--- src/rtl/hamming_seed_controller.sv ---
// Launch controller for the Hamming stream pipeline: holds CSR-programmed seeds, emits them
// as one Avalon-ST packet per run, then tracks the downstream busy pulse and counts runs.
module hamming_seed_controller #(
  parameter int unsigned WIDTH          = 32,
  parameter int unsigned NUM_SEEDS      = 4,
  parameter int unsigned CSR_ADDR_WIDTH = 3
) (
  input  logic                      clock,
  input  logic                      reset_n,
  input  logic                      out_ready,
  output logic                      out_valid,
  output logic                      out_startofpacket,
  output logic                      out_endofpacket,
  output logic [WIDTH-1:0]          out_data,
  input  logic [CSR_ADDR_WIDTH-1:0] csr_address,
  input  logic                      csr_read,
  input  logic                      csr_write,
  input  logic [WIDTH-1:0]          csr_writedata,
  output logic [WIDTH-1:0]          csr_readdata,
  input  logic                      busy
);

  localparam int unsigned IDX_W = (NUM_SEEDS > 1) ? $clog2(NUM_SEEDS) : 1;

  typedef enum logic [3:0] {
    ST_IDLE      = 4'b0001,
    ST_SENDING   = 4'b0010,
    ST_WAIT_BUSY = 4'b0100,
    ST_BUSY      = 4'b1000
  } state_t;

  state_t                  state;
  state_t                  state_nxt;
  logic [IDX_W-1:0]        index;
  logic [IDX_W-1:0]        index_nxt;
  logic                    continuous;
  logic                    write_error;
  logic [WIDTH-1:0]        run_count;
  logic [WIDTH-1:0]        seed [NUM_SEEDS];

  logic                      ctrl_wr;
  logic                      start;
  logic                      abort;
  logic                      clr_err;
  logic                      seed_hit;
  logic                      seed_wr;
  logic [CSR_ADDR_WIDTH-1:0] seed_off;
  logic [IDX_W-1:0]          seed_sel;
  logic                      beat_done;
  logic                      last_beat;
  logic                      run_done;

  // CSR decode
  assign ctrl_wr   = csr_write && (csr_address == '0);
  assign start     = ctrl_wr && csr_writedata[0];
  assign abort     = ctrl_wr && csr_writedata[2];
  assign clr_err   = ctrl_wr && csr_writedata[3];
  assign seed_off  = csr_address - CSR_ADDR_WIDTH'(2);
  assign seed_sel  = IDX_W'(seed_off);
  assign seed_hit  = (csr_address >= CSR_ADDR_WIDTH'(2)) &&
                     (32'(csr_address) < 32'(NUM_SEEDS + 2));
  assign seed_wr   = csr_write && seed_hit;
  assign beat_done = out_valid && out_ready;
  assign last_beat = (index == IDX_W'(NUM_SEEDS - 1));

  // Next-state logic; abort never truncates a packet in flight
  always_comb begin
    state_nxt = state;
    index_nxt = index;
    run_done  = 1'b0;
    case (state)
      ST_IDLE: begin
        if (start) begin
          state_nxt = ST_SENDING;
          index_nxt = '0;
        end
      end
      ST_SENDING: begin
        if (beat_done) begin
          if (last_beat) begin
            state_nxt = ST_WAIT_BUSY;
            index_nxt = '0;
          end else begin
            index_nxt = index + IDX_W'(1);
          end
        end
      end
      ST_WAIT_BUSY: begin
        if (abort)     state_nxt = ST_IDLE;
        else if (busy) state_nxt = ST_BUSY;
      end
      ST_BUSY: begin
        if (abort) begin
          state_nxt = ST_IDLE;
        end else if (!busy) begin
          run_done  = 1'b1;
          state_nxt = continuous ? ST_SENDING : ST_IDLE;
          index_nxt = '0;
        end
      end
      default: begin
        state_nxt = ST_IDLE;
        index_nxt = '0;
      end
    endcase
  end

  // State, CSR registers and registered stream outputs
  always_ff @(posedge clock or negedge reset_n) begin
    if (!reset_n) begin
      state             <= ST_IDLE;
      index             <= '0;
      continuous        <= 1'b0;
      write_error       <= 1'b0;
      run_count         <= '0;
      out_valid         <= 1'b0;
      out_startofpacket <= 1'b0;
      out_endofpacket   <= 1'b0;
      out_data          <= '0;
      for (int i = 0; i < int'(NUM_SEEDS); i++) begin
        seed[i] <= WIDTH'(i + 1);
      end
    end else begin
      state             <= state_nxt;
      index             <= index_nxt;
      out_valid         <= (state_nxt == ST_SENDING);
      out_startofpacket <= (state_nxt == ST_SENDING) && (index_nxt == '0);
      out_endofpacket   <= (state_nxt == ST_SENDING) && (index_nxt == IDX_W'(NUM_SEEDS - 1));
      out_data          <= (state_nxt == ST_SENDING) ? seed[index_nxt] : '0;

      if (run_done) run_count <= run_count + WIDTH'(1);
      if (ctrl_wr)  continuous <= csr_writedata[1] && !csr_writedata[2];

      if (clr_err)                            write_error <= 1'b0;
      else if (seed_wr && state != ST_IDLE)   write_error <= 1'b1;

      if (seed_wr && state == ST_IDLE) seed[seed_sel] <= csr_writedata;
    end
  end

  // Zero-wait-state read mux
  always_comb begin
    csr_readdata = '0;
    if (csr_read) begin
      if (csr_address == '0)                    csr_readdata = WIDTH'({write_error, continuous, state});
      else if (csr_address == CSR_ADDR_WIDTH'(1)) csr_readdata = run_count;
      else if (seed_hit)                        csr_readdata = seed[seed_sel];
    end
  end

endmodule

--- config.mk ---
export PLATFORM = sky130hd
export DESIGN_NAME = hamming_seed_controller
export DESIGN_NICKNAME = d
export VERILOG_FILES = /design/src/rtl/hamming_seed_controller.sv
export SDC_FILE = /design/constraint.sdc
export NUM_CORES = 1
export LEC_CHECK = 0
export ABC_AREA = 1
export CORE_ASPECT_RATIO = 1.25
export CORE_MARGIN = 2
export CORE_UTILIZATION = 57
export DETAILED_ROUTE_END_ITERATION = 10
export PLACE_DENSITY_LB_ADDON = 0.2
export SYNTH_ARGS = -nofsm -noshare
export SYNTH_HDL_FRONTEND = slang
export SYNTH_SLANG_ARGS = --single-unit
--- constraint.sdc ---
create_clock -name clock -period 2.55 [get_ports clock]
set_input_delay 0.51 -clock clock [delete_from_list [all_inputs] [get_ports clock]]
set_output_delay 0.51 -clock clock [all_outputs]
set_load 0.01 [all_outputs]
-- Yosys cells after proc, flatten, opt, wreduce, memory -nomap -nowiden
Index checks and enable logic that the tools add are counted.
- flip-flop bits (word level): 203
- bits of input ports: 41
- output and inout bits: 67
- word-level logic and storage cells: 83
- add/sub/neg operators: 3
- order comparisons: 5
- equality and inequality tests: 9
- multiplexer cells: 34
- bitwise gates (word level): 2
- reduce and logical (&&, ||, !) cells: 17
- operators with widths (cell ; number):
    32-bit 2-to-1 mux ; 10
    32-bit binary-select mux with 2-bit select ; 2
    128-bit bitwise mux ; 1
    32-bit demux with 2-bit select ; 1
    32-bit by 1-bit adder with 32-bit output (second input constant) ; 1
    4-bit 2-to-1 mux ; 7
    4-bit case mux with 4 select lines ; 1
    1-bit logical AND ; 13
    2-bit 2-to-1 mux ; 6
    4-bit by 2-bit equality test with 1-bit output (second input constant) ; 2
    2-bit case mux with 4 select lines ; 1
    3-bit greater-or-equal comparator (second input constant) ; 2
    2-bit NOT with 3-bit output ; 2
    1-bit 2-to-1 mux ; 5
    2-bit equality test (second input constant) ; 2
    4-bit by 1-bit equality test with 1-bit output (second input constant) ; 1
    4-bit by 3-bit equality test with 1-bit output (second input constant) ; 1
    4-bit equality test (second input constant) ; 1
    4-bit by 1-bit inequality test with 1-bit output (second input constant) ; 1
    3-bit by 1-bit equality test with 1-bit output (second input constant) ; 1
    3-bit by 2-bit greater-or-equal comparator with 1-bit output (second input constant) ; 1
    3-bit zero test ; 1
    3-bit by 1-bit < comparator with 1-bit output (second input constant) ; 1
    3-bit < comparator (second input constant) ; 1
    other kinds (5) ; 5

-- Longest topological paths before layout
- word-level depth: 10
- depth in mapped cells: 13
- mapped depth without buffers: 12

-- Least setup slack after synthesis
Ideal clock, no wire load.
- path kind: input to output
- from: input port csr_address[1]
- to: output port csr_readdata[0]
- arrival: 1.790 ns
- required time: 2.040 ns
- slack: 0.250 ns
- cell stages on the path: 7
- cells stage by stage: buf_4 > nand2_1 > clkinv_1 > buf_2 > nand2_1 > nand4_1 > a221oi_1
- longest elaborated chain between the ends: 9
- RTL lines (item ; line ; text):
    from (decl) ; 15 ; input logic [CSR_ADDR_WIDTH-1:0] csr_address,
    2-bit subtractor ; 58 ; assign seed_off = csr_address - CSR_ADDR_WIDTH'(2);
    2-bit NOT with 3-bit output (not written as such) ; 147 ; else if (seed_hit) csr_readdata = seed[seed_sel];
    32-bit binary-select mux with 2-bit select ; 147 ;
    32-bit 2-to-1 mux (not written as such) (2 in series) ; 147 ;
    32-bit 2-to-1 mux ; 147 ;
    32-bit 2-to-1 mux ; 146 ; else if (csr_address == CSR_ADDR_WIDTH'(1)) csr_readdata = run_count;
    32-bit 2-to-1 mux (*) ; 145 ; if (csr_address == '0) csr_readdata = WIDTH'({write_error, continuous, state});
    32-bit 2-to-1 mux (*) ; 144 ; if (csr_read) begin
    to (decl) ; 19 ; output logic [WIDTH-1:0] csr_readdata,
Every way passes the cells marked *; elsewhere a longest branch is shown, timed or not. The select of a mux whose other input is x is not followed.

-- Worst setup path in the final report
- from: input port csr_address[1]
- to: output port csr_readdata[6]
The elaborated chain is that of the path after synthesis.

==> results.json <==
{
  "synth_mux_area_share_pct": 0,
  "fin_crit_ps": 2550,
  "placedInstanceArea_um2": 13000,
  "gp_congestion": 0.945,
  "drc": 0,
  "crit_path_max_fanout": 4,
  "synth_area_per_cell_um2": 7.52,
  "drtAntennaViolNets": 0,
  "synth.top_cell.area_share_pct": 45.2,
  "syn_nets": 1494,
  "grt_first_pass_wirelength_um": 56900,
  "end_kind": "output port",
  "ys_warn_count": 0,
  "synth-seq-area-share_pct": 46.6,
  "synth_top_family_by_area": "simple AND/OR/NAND/NOR gates",
  "initial_core_util_pct": 58.1,
  "synth.most_common_cell": "nand2_1",
  "antenna_found_initial": 0,
  "top_layer_used": "met4",
  "dpl.hpwl_um": 25200,
  "fp-row-count": 56,
  "synth_top_cell_by_area": "dfrtp_1",
  "clock_latency_ps": 510,
  "ys_ff_latch": 203,
  "final_cell_count_no_fill": 1864,
  "grt_setup_unrepaired": "true",
  "synth_compound_area_share_pct": 15.3,
  "max_freq_ghz": 0.392,
  "p_leak_nw": 7.05,
  "syn2layout_area_growth_pct": 28.2,
  "fp.dieW_um": 128,
  "io_pins": 108,
  "clockRootBuffer": "clkbuf_16",
  "worstSetupPathType": "primary input to output port",
  "status": "completed",
  "post-route-period-util_pct": 100,
  "met3WireLength_um": 3090,
  "die-area_um2": 20300,
  "pwr_density_cell_nw_per_um2": 775,
  "synthAdderAreaFrac_pct": 0.229,
  "async_reset_ff_share_pct": 100,
  "setup_viol": 0,
  "reg2reg_slack_ps": 390,
  "synth_common_cells": "421 x nand2_1, 197 x dfrtp_1, 194 x inv_1",
  "ys_top_cells_by_area": "dfrtp_1 45%, nand2_1 14%, o21ai_0 6.8%, inv_1 6.7%, a21oi_1 3.3%",
  "skew_ps": 19.4,
  "grt.total_usage_pct": 35.7,
  "power_w": 0.0108,
  "hold_viol": 0,
  "synth_edf_count": 0,
  "max-cap-violations": 0,
  "portBuffers": 107,
  "diodes": 0,
  "fill_cells": 1446,
  "slew_headroom_pct": 69.2,
  "h-tree-depth": 1,
  "final_area_um2": 14000,
  "synth_cells": 1451,
  "final_max_slew_viol_count": 0,
  "dpl.cell_count": 1822,
  "crit_arrival_ps": 2040,
  "synth_cell_types": 44,
  "min-delay-path-class": "flop to flop",
  "post_drt_wl_per_cell_um": 19.3,
  "grt_max_degree": 65,
  "wl_met2_um": 17300,
  "grt_pass1_vias": 10738,
  "vias_per_cell": 5.83,
  "cts_max_path_buffers": 3,
  "worstPathRequired_ps": 2040,
  "grt-ovfl-total": 0,
  "cts_buffers": 22,
  "tns_ps": 0,
  "ys.flop_type": "dfrtp_1",
  "totalWireLength_um": 36000,
  "coreArea_um2": 18800,
  "cts_tree": "yes",
  "vdd_drop_max_mv": 0.632,
  "cts_sinks": 203,
  "final_layout_size_suffix_gt1_share_pct": 15.1,
  "path_clk_slew_ps": 60,
  "synth-simple-area-share_pct": 25.4,
  "drt_first_iter_violations": 1200,
  "die_h_um": 159,
  "dr_total_vias": 10858,
  "firstDrtPassIters": 5,
  "yosys.area_share.xor_xnor_pct": 2.17,
  "wl_met1_um": 13800,
  "start_kind": "primary input",
  "nets": 1661,
  "netlist_area_um2": 10900,
  "tightest_slew_ps": 462
}
[flip-flops by register name, indices dropped and copies added, names as in the netlist]
register / cells
continuous: 1
write_error: 1
index: 2
out_data: 32
state: 4
out_valid: 1
out_startofpacket: 1
out_endofpacket: 1
run_count: 32
seed: 128
[placed cells by master (no fill, tap or decap), drive strengths merged]
cell,instances
nand2,426
dfrtp,197
inv,196
o21ai,151
buf,124
nor2,97
a21oi,72
clkdlybuf4s50,71
nand3,59
nand4,43
clkbuf,36
xor2,19
a22oi,18
nor3,18
o22ai,17
dlygate4sd2,12
a221oi,10
xnor2,8
o211ai,7
clkinv,7
a32oi,6
dfstp,6
clkdlybuf4s15,6
o221ai,6
a31oi,5
clkinvlp,3
nor4,2
ha,2
a21boi,2
or2,1
nor3b,1
nand3b,1
o31ai,1
bufinv,1
dlygate4sd3,1
[metal layers]
metal / vias up / track usage [%]
li1: 5025 / -
met1: 5091 / 45.5
met2: 599 / 59.0
met3: 143 / 5.96
met4: 0 / 17.1
met5: - / 0
[logic make-up after synthesis]
logic type,after synthesis
XOR/XNOR,27
flip-flops,203
buffers and inverters,276
adder cells (fa/ha/maj),2
AO/OA/AOI/OAI,295
AND/OR/NAND/NOR,648
[worst max-delay path, stage by stage]
cell and delay, ps:
buf_2 160, buf_4 160, nor2_8 40, clkinvlp_4 120, buf_4 130, o21ai_0 70, a221oi_1 210, o21ai_1 160
a21oi_1 220, clkdlybuf4s15_2 260
[report_power, final]
group / internal, W / switching (W) / total [W]
Combinational: 0.00116 / 0.00170 / 0.00286
Sequential: 0.00410 / 0.000704 / 0.00480
Clock: 0.00189 / 0.00130 / 0.00318
[through the flow]
stage | utilization (%) | hold slack, ps | setup slack (ps)
floorplan | - | 214 | 250
global placement | 69.4 | 465 | -865
detailed placement | 69.4 | 473 | -889
CTS | 74.3 | 488 | -1.77
global route | 74.5 | 507 | -55.4
finish | 74.5 | 484 | 0.0133
[what timing repair did]
item | CTS | global route
hold endpoints to repair | 40 | 0
hold buffers | 1 | 0
pin swaps | 12 | 8
setup buffers | 3 | 0
gates resized for setup | 128 | 30
endpoints found under the setup margin | 32 | 31
[layout make-up]
class	count	area (um2)	area share [%]
clock buffer	30	652	4.66
multi-input combinational	972	4940	35.3
sequential	203	5090	36.4
clock inverter	8	73.8	0.527
timing repair buffer	220	2190	15.7
inverter	199	759	5.43
tap	232	290	2.07
[worst paths after layout]
path / depth (start not counted) / start / end
setup / recovery: 10 / csr_address[1] / csr_readdata[6]
hold / removal: 2 / seed[61] / seed[61]
setup reg to reg: 10 / state[3] / out_data[11]
hold reg to reg: 2 / seed[61] / seed[61]
max in group asynchronous: 3 / reset_n / seed[88]
min in group asynchronous: 2 / reset_n / seed[69]
Power figures use the tool's default switching activity.
